--- src/rtl/priority_encoder_pkg.sv ---
// Shared widths and types for the 8-to-3 priority encoder.
// IN_W is the request vector width and IDX_W is the index width.
package priority_encoder_pkg;

  localparam int IN_W  = 8;
  localparam int IDX_W = 3;

  typedef logic [IDX_W-1:0] idx_t;

endpackage : priority_encoder_pkg

--- src/rtl/priority_encoder_core.sv ---
// Combinational core: finds the index of the most significant set request bit.
// An all-zero request vector gives index 0 with valid low.
module priority_encoder_core
  import priority_encoder_pkg::*;
(
  input  logic [IN_W-1:0] y,
  output idx_t            idx,
  output logic            valid
);

  idx_t idx_s;
  logic valid_s;

  // casez arms are listed from the highest bit down, so the first match wins
  always_comb begin
    idx_s   = 3'd0;
    valid_s = |y;
    casez (y)
      8'b1???????: idx_s = 3'd7;
      8'b01??????: idx_s = 3'd6;
      8'b001?????: idx_s = 3'd5;
      8'b0001????: idx_s = 3'd4;
      8'b00001???: idx_s = 3'd3;
      8'b000001??: idx_s = 3'd2;
      8'b0000001?: idx_s = 3'd1;
      8'b00000001: idx_s = 3'd0;
      default:     idx_s = 3'd0;
    endcase
  end

  assign idx   = idx_s;
  assign valid = valid_s;

endmodule : priority_encoder_core

--- src/rtl/priority_encoder.sv ---
// 8-input priority encoder. Outputs are {a,b,c} = index and d = valid, and
// they are registered with a synchronous active-low reset when REG_OUT is 1.
module priority_encoder
  import priority_encoder_pkg::*;
#(
  parameter bit REG_OUT = 1'b1
) (
  input  logic            clk,
  input  logic            rst_n,
  input  logic [IN_W-1:0] y,
  output logic            a,
  output logic            b,
  output logic            c,
  output logic            d
);

  idx_t idx_s;
  logic valid_s;

  priority_encoder_core u_core (
    .y     (y),
    .idx   (idx_s),
    .valid (valid_s)
  );

  generate
    if (REG_OUT) begin : g_reg
      idx_t idx_r;
      logic valid_r;

      // Output stage: reset is sampled on the clock edge only
      always_ff @(posedge clk) begin
        if (!rst_n) begin
          idx_r   <= 3'd0;
          valid_r <= 1'b0;
        end else begin
          idx_r   <= idx_s;
          valid_r <= valid_s;
        end
      end

      assign {a, b, c} = idx_r;
      assign d         = valid_r;
    end else begin : g_bypass
      assign {a, b, c} = idx_s;
      assign d         = valid_s;
    end
  endgenerate

endmodule : priority_encoder

--- config.mk ---
export PLATFORM = sky130hd
export DESIGN_NAME = priority_encoder
export DESIGN_NICKNAME = d
export VERILOG_FILES = /design/src/rtl/priority_encoder_pkg.sv /design/src/rtl/priority_encoder_core.sv /design/src/rtl/priority_encoder.sv
export SDC_FILE = /design/constraint.sdc
export NUM_CORES = 1
export LEC_CHECK = 0
export ABC_AREA = 1
export BUFFER_PORTS_ARGS = -buffer_cell sky130_fd_sc_hd__buf_4
export CORE_AREA = 2 2 39 41
export CTS_CLUSTER_DIAMETER = 200
export DETAILED_ROUTE_END_ITERATION = 16
export DIE_AREA = 0 0 41 43
export PLACE_DENSITY = 0.32
export SLEW_MARGIN = 30
export SYNTH_ARGS = -nofsm -noshare
export SYNTH_HDL_FRONTEND = slang
export SYNTH_SLANG_ARGS = --single-unit
--- constraint.sdc ---
create_clock -name clk -period 1.3 [get_ports clk]
set_input_delay 0.065 -clock clk [delete_from_list [all_inputs] [get_ports clk]]
set_output_delay 0.065 -clock clk [all_outputs]
set_load 0.01 [all_outputs]
==> impl_metrics.env, run 1 <==
export IMPL_status="finished clean"
export IMPL_worst_path_buf_inv=1
export IMPL_via_per_inst=3.63
export IMPL_cts_resized=0
export IMPL_rsz0062_at_grt="no"
export IMPL_syn_inst=28
export IMPL_htreeDepth=1
export IMPL_leakagePower_nw=0.179
export IMPL_setup_violations=0
export IMPL_ir_drop_mv=0.188
export IMPL_finalSetupTns_ns=0
export IMPL_start_util=0.134
export IMPL_tightest_slew_ns=0.135
export IMPL_placed_cell_area_sq_um=303
export IMPL_clk_pin_slew_ns=0.04
export IMPL_required_ns=1.24
export IMPL_grt_pass1_vias=211
export IMPL_rows=14
export IMPL_cp_end_kind="output pin"
export IMPL_coreArea_sq_um=1380
export IMPL_yosys_register_bits=4
export IMPL_ios=14
export IMPL_stdcell_count=60
export IMPL_drt_pass1_iter_count=1
export IMPL_routedWlPerCell_microns=7.10
export IMPL_dpl_hpwl_microns=381
export IMPL_hold_class="input pin to flip-flop"
export IMPL_slew_viol_final=0
export IMPL_synth_cell_types=9
export IMPL_fin_crit_ns=0.715
export IMPL_grt_remaining_overflow=0
export IMPL_hold_ws_ns=0.0371
export IMPL_drv_cap=0
export IMPL_cts_buffers=3
export IMPL_yosysSeqAreaShare=0.432
export IMPL_pwr_density_cell_nw_per_um2=1060
export IMPL_grt_max_degree=4
export IMPL_drc=0
export IMPL_critical_path_startpoint_type="flip-flop"
export IMPL_die_area_sq_um=1760
export IMPL_cts_sinks=4
export IMPL_final_hold_violation_count=0
export IMPL_slowest_delay_ns=0.29
export IMPL_antenna_cells=0
export IMPL_final_common_cell="buf_4"
export IMPL_cp_max_fo=1
export IMPL_fmaxAchievable_mhz=1400
export IMPL_cts_hold_buffers=0
export IMPL_syn_area_per_cell_sq_um=6.61
export IMPL_io_buffer_count=13
export IMPL_crit_type="flip-flop to output pin"
export IMPL_fin_total_pwr_mw=0.346
export IMPL_die_w_microns=41
export IMPL_syn_to_final_growth_pct=75.7
export IMPL_dr_total_vias=218
export IMPL_initialDrtViolationCount=0
export IMPL_syn_num_nets=38
export IMPL_routabilityCongestion=0.638
export IMPL_die_h_microns=43
export IMPL_worst_path_max_delay_cell="dfxtp_1"
export IMPL_yosys_warnings=0
export IMPL_cp_arrival_ns=0.65
export IMPL_ant_nets=0
export IMPL_grt_pass1_wl_microns=752
export IMPL_stdcell_area_sq_um=325
export IMPL_post_cts_buffers=0
export IMPL_relSlewSlack=0.909
export IMPL_cts_tree="yes"
export IMPL_finalCritPeriodShare=0.550
export IMPL_final_layout_size_suffix_gt1_frac=0.409
export IMPL_crit_start="g_reg.idx_r[0]"
export IMPL_layout_cells_most_common_list="buf_4, inv_1, nor2_1, dfxtp_1"
export IMPL_grt_use_total=0.0681
export IMPL_worstHoldStart="rst_n"
export IMPL_root_buffer="clkbuf_4"
export IMPL_nets=56
export IMPL_wl_microns=426
export IMPL_placed_cells=57
export IMPL_antenna_found_initial=0
export IMPL_path_cells="buf_4"
export IMPL_crit_family="flip-flops"
export IMPL_syn_cell_area_sq_um=185
export IMPL_clock_path_buffers=2
==> sequential cells by signal (all words and copies together) (netlist names) <==
register,count
g_reg.idx_r,3
d,1
==> routing by layer <==
metal,share of wire,vias up,global-route usage
met4,0,0,0.100
met5,0,-,0
li1,-,117,-
met3,0.16,0,0.0209
met1,0.37,90,0.0703
met2,0.47,11,0.0844
==> cell families after synthesis <==
kind of cell,after synthesis,share of synthesized area
and+or+nand+nor,13,0.311
buffers and inverters,7,0.142
DFF,4,0.432
AOI/OAI and AO/OA,4,0.115
==> worst min-delay path, delay by kind of cell <==
| kind | cells | cell delay [ns] |
|---|---|---|
| buffers and inverters | 2 | 0.13 |
| AND/OR/NAND/NOR | 1 | 0.04 |
==> stage by stage <==
step | utilization | worst slack, ns
final | 0.235 | 0.585
after global routing | 0.235 | 0.560
after CTS | 0.235 | 0.570
after detailed placement | 0.219 | 0.635
after global placement | 0.219 | 0.645
after floorplan | - | 0.820
==> synthesized netlist by cell type <==
cell,count,area [sq um]
inv_1,7,26.3
nor2_1,5,18.8
dfxtp_1,4,80.1
nand2_1,3,11.3
nand3_1,3,15.0
a21oi_1,2,10.0
nor2_2,2,12.5
a31oi_1,1,6.26
o21ai_0,1,5.00
==> where the power goes <==
group          leakage [nW]  switching, mW  total [mW]  internal [mW]
clock network        0.0138         0.0463       0.149          0.103
registers            0.0337        0.00188       0.134          0.132
logic                 0.131         0.0277      0.0633         0.0356
total                 0.179         0.0759       0.346          0.270
==> final timing paths <==
kind,cells after the start,to
worst max-delay path,1,c
worst min-delay path,3,g_reg.idx_r[0]
==> final cells by class <==
type,instances,area [sq um]
fillers,157,1060
repair buffers,13,97.6
flip-flops and latches,4,80.1
multi-input cells,17,78.8
inverters,7,26.3
clock buffers,3,22.5
well taps,16,20.0
No activity file was read; power rests on OpenSTA's default activity.
==> inputs of run 2 (changes only) <==
Clock period 1.3 ns to 0.8 ns, I/O delays scaled along.
==> impl_metrics.env, run 2 (synthesized netlist as in run 1, its figures left out) <==
export IMPL_status="finished clean"
export IMPL_final_common_cell="buf_4"
export IMPL_htreeDepth=1
export IMPL_clk_pin_slew_ns=0.03
export IMPL_leakagePower_nw=0.179
export IMPL_placed_cell_area_sq_um=303
export IMPL_layout_cells_most_common_list="buf_4, inv_1, nor2_1, dfxtp_1"
export IMPL_syn_to_final_growth_pct=75.7
export IMPL_finalSetupTns_ns=0
export IMPL_cp_arrival_ns=0.65
export IMPL_worst_path_max_delay_cell="dfxtp_1"
export IMPL_antenna_cells=0
export IMPL_relSlewSlack=0.906
export IMPL_rows=14
export IMPL_io_buffer_count=13
export IMPL_crit_start="g_reg.idx_r[1]"
export IMPL_initialDrtViolationCount=0
export IMPL_drv_cap=0
export IMPL_fin_crit_ns=0.688
export IMPL_p_sw_mw=0.119
export IMPL_final_hold_violation_count=0
export IMPL_setup_ws_ns=0.112
export IMPL_cp_max_fo=1
export IMPL_ios=14
export IMPL_finalCritPeriodShare=0.860
export IMPL_grt_use_total=0.0651
export IMPL_pwr_share_clk=0.427
export IMPL_nFillCells=168
export IMPL_clock_path_buffers=2
export IMPL_grt_max_degree=4
export IMPL_start_util=0.134
export IMPL_coreArea_sq_um=1380
export IMPL_hold_depth=3
export IMPL_cts_buffers=3
export IMPL_multi_input_area_sq_um=78.8
export IMPL_hold_ws_ns=0.0153
export IMPL_slew_viol_final=0
export IMPL_routedWlPerCell_microns=7.05
export IMPL_path_cells="buf_4"
export IMPL_hold_class="input pin to flip-flop"
export IMPL_regMostFlops="g_reg.idx_r"
export IMPL_ir_drop_mv=0.317
export IMPL_drc=0
export IMPL_rsz0062_at_grt="no"
export IMPL_tightest_slew_ns=0.140
export IMPL_post_cts_buffers=0
export IMPL_cp_end_kind="output pin"
export IMPL_die_area_sq_um=1760
export IMPL_required_ns=0.76
export IMPL_final_layout_size_suffix_gt1_frac=0.409
export IMPL_pwr_density_cell_nw_per_um2=1720
export IMPL_wl_microns=423
export IMPL_crit_family="flip-flops"
export IMPL_seq_power_share=0.389
export IMPL_stdcell_area_sq_um=325
export IMPL_root_buffer="clkbuf_4"
export IMPL_comb_power_share=0.184
export IMPL_nets=56
export IMPL_largest_reg_flops=3
export IMPL_setup_violations=0
export IMPL_cts_resized=0
export IMPL_die_h_microns=43
export IMPL_routabilityCongestion=0.637
export IMPL_cts_hold_buffers=0
export IMPL_grt_pass1_vias=215
export IMPL_cts_tree="yes"
export IMPL_drt_pass1_iter_count=1
export IMPL_dpl_hpwl_microns=377
export IMPL_die_w_microns=41
export IMPL_dr_total_vias=213
export IMPL_critical_path_startpoint_type="flip-flop"
export IMPL_cts_sinks=4
export IMPL_fmaxAchievable_mhz=1450
export IMPL_antenna_found_initial=0
export IMPL_slowest_delay_ns=0.29
export IMPL_worst_path_buf_inv=1
export IMPL_crit_cells=1
export IMPL_ant_nets=0
export IMPL_grt_remaining_overflow=0
export IMPL_crit_type="flip-flop to output pin"
export IMPL_intPower_mw=0.439
export IMPL_crit_end="b"
export IMPL_grt_pass1_wl_microns=710
export IMPL_via_per_inst=3.55
export IMPL_dp_slack_ns=0.159
export IMPL_seq_area_sq_um=80.1
export IMPL_switching_share=0.214
## run 2: cell counts in the layout (fill, tap and decap cells not counted)
Identical to the previous run, type by type.
## run 2: per-layer routing
metal	track usage	wire length [microns]
met5	0	0
met4	0.100	0
met3	0.0157	64
met2	0.0844	193
met1	0.0639	165
## run 2: layout make-up
type | count | share of cell area
repair buffers | 13 | 0.300
inverters | 7 | 0.0808
flip-flops and latches | 4 | 0.246
well taps | 16 | 0.0615
multi-input cells | 17 | 0.242
clock buffers | 3 | 0.0692
## run 2: worst min-delay path by stage
stage,endpoint,from,slack (ns)
2_1_floorplan,g_reg.idx_r[0],rst_n,0.14
3_3_place_gp,g_reg.idx_r[0],rst_n,0.25
3_5_place_dp,g_reg.idx_r[0],rst_n,0.26
4_1_cts,g_reg.idx_r[0],rst_n,0.01
5_1_grt,g_reg.idx_r[0],rst_n,0.04
6_report,g_reg.idx_r[0],rst_n,0.02
## run 2: worst min-delay path, cell delays in order
cell and delay [ns]:
buf_4 0.09, nand2_1 0.04, inv_1 0.04
## run 2: power by group through the flow
stage / logic, mW / registers [mW] / clock network (mW)
2_1_floorplan: 0.0305 / 0.227 / 0
3_3_place_gp: 0.104 / 0.220 / 0
3_5_place_dp: 0.105 / 0.220 / 0
4_1_cts: 0.105 / 0.217 / 0.258
5_1_grt: 0.115 / 0.218 / 0.261
6_report: 0.103 / 0.217 / 0.238
## run 2: per-stage QoR
step                       util  power, mW  instances
final                     0.235      0.558         60
after global routing      0.235      0.594         60
after CTS                 0.235      0.580         60
after detailed placement  0.219      0.325         57
after global placement    0.219      0.324         57
after floorplan               -      0.258         28
==> inputs of run 3 (changes only) <==
Settings changed: CORE_AREA 2 2 39 41 to 3 3 40 42, DIE_AREA 0 0 41 43 to 0 0 43 45, HOLD_SLACK_MARGIN set to 0.05, MAX_ROUTING_LAYER set to met4.
==> impl_metrics.env, run 3 (synthesized netlist as in run 1, its figures left out) <==
export IMPL_status="finished clean"
export IMPL_final_hold_violation_count=0
export IMPL_ant_nets=0
export IMPL_die_w_microns=43
export IMPL_coreArea_sq_um=1280
export IMPL_relSlewSlack=0.915
export IMPL_crit_start="rst_n"
export IMPL_routedWlPerCell_microns=7.18
export IMPL_wl_microns=431
export IMPL_finalSetupTns_ns=0
export IMPL_htreeDepth=1
export IMPL_via_per_inst=3.62
export IMPL_finalCritPeriodShare=0.893
export IMPL_ir_drop_mv=0.318
export IMPL_switching_share=0.217
export IMPL_crit_type="input pin to flip-flop"
export IMPL_critical_path_startpoint_type="input pin"
export IMPL_grt_remaining_overflow=0
export IMPL_io_buffer_count=13
export IMPL_pwr_density_cell_nw_per_um2=1690
export IMPL_regMostFlops="g_reg.idx_r"
export IMPL_drc=0
export IMPL_antenna_found_initial=0
export IMPL_start_util=0.144
export IMPL_tightest_slew_ns=0.127
export IMPL_final_layout_size_suffix_gt1_frac=0.400
export IMPL_setup_violations=0
export IMPL_cts_tree="yes"
export IMPL_intPower_mw=0.442
export IMPL_hold_ws_ns=0.0971
export IMPL_pwr_share_clk=0.427
export IMPL_nets=57
export IMPL_rows=13
export IMPL_dpl_hpwl_microns=399
export IMPL_dr_total_vias=217
export IMPL_antenna_cells=0
export IMPL_initialDrtViolationCount=0
export IMPL_cts_buffers=3
export IMPL_comb_power_share=0.188
export IMPL_fmaxAchievable_mhz=1400
export IMPL_cts_sinks=4
export IMPL_seq_power_share=0.384
export IMPL_grt_use_total=0.0608
export IMPL_die_area_sq_um=1940
export IMPL_grt_pass1_vias=199
export IMPL_leakagePower_nw=0.183
export IMPL_layout_cells_most_common_list="buf_4, inv_1, nor2_1, dfxtp_1"
export IMPL_post_cts_buffers=0
export IMPL_root_buffer="clkbuf_4"
export IMPL_grt_pass1_wl_microns=738
export IMPL_routabilityCongestion=0.697
export IMPL_crit_end="g_reg.idx_r[1]"
export IMPL_required_ns=0.91
export IMPL_drt_pass1_iter_count=1
export IMPL_final_common_cell="buf_4"
export IMPL_fin_crit_ns=0.714
export IMPL_cp_max_fo=3
export IMPL_grt_max_degree=4
export IMPL_hold_class="input pin to flip-flop"
export IMPL_largest_reg_flops=3
export IMPL_slew_viol_final=0
export IMPL_ios=14
export IMPL_cp_end_kind="flip-flop"
export IMPL_p_sw_mw=0.123
export IMPL_syn_to_final_growth_pct=80.4
export IMPL_die_h_microns=45
export IMPL_drv_cap=0
export IMPL_rsz0062_at_grt="no"
export IMPL_clock_path_buffers=2
export IMPL_clk_pin_slew_ns=0.04
export IMPL_cp_arrival_ns=0.82
==> run 3: cell count changes in the layout (fill, tap and decap cells not counted) <==
cell	before	now
dlygate4sd3_1	0	1
==> run 3: critical path, cell delays in order <==
cell and delay (ns):
dlygate4sd3_1 0.53, buf_4 0.14, o21ai_0 0.06, a21oi_1 0.06
==> run 3: area by class of cell <==
class                           instances  area, sq um
Clock buffer                            3         22.5
Timing Repair Buffer                   14          108
Multi-Input combinational cell         17         78.8
Tap cell                               15         18.8
Sequential cell                         4         80.1
Inverter                                7         26.3
Fill cell                             154          951
==> run 3: metal layers <==
metal	track usage	wire length, microns
met4	0.0723	0
met1	0.0457	169
met2	0.0778	211
met5	-	0
met3	0.0558	50
==> run 3: repair_timing <==
action                                 4_1_cts  5_1_grt
hold buffers                                 1        0
endpoints found under the hold margin        1        0
resized for setup                            0        0
==> run 3: metrics by stage <==
| stage | instance area, sq um | util | power (mW) | worst slack, ns | cells |
|---|---|---|---|---|---|
| after floorplan | 185 | - | 0.258 | 0.345 | 28 |
| after global placement | 302 | 0.235 | 0.325 | 0.147 | 56 |
| after detailed placement | 302 | 0.235 | 0.325 | 0.155 | 56 |
| after CTS | 334 | 0.260 | 0.581 | 0.0880 | 60 |
| after global routing | 334 | 0.260 | 0.632 | 0.0548 | 60 |
| final | 334 | 0.260 | 0.565 | 0.0859 | 60 |
==> run 3: worst min-delay path by stage <==
stage	start	to	slack (ns)	cells after the start
floorplan	rst_n	g_reg.idx_r[0]	0.14	2
global placement	rst_n	g_reg.idx_r[0]	0.26	3
detailed placement	rst_n	g_reg.idx_r[0]	0.26	3
CTS	y[6]	g_reg.idx_r[1]	0.10	3
global route	y[0]	d	0.10	3
finish	y[0]	d	0.1	3
==> run 3: power groups by stage <==
stage	clock [mW]	sequential (mW)	combinational (mW)
2_1_floorplan	0	0.227	0.0305
3_3_place_gp	0	0.220	0.105
3_5_place_dp	0	0.221	0.105
4_1_cts	0.255	0.217	0.109
5_1_grt	0.293	0.218	0.121
6_report	0.241	0.217	0.106
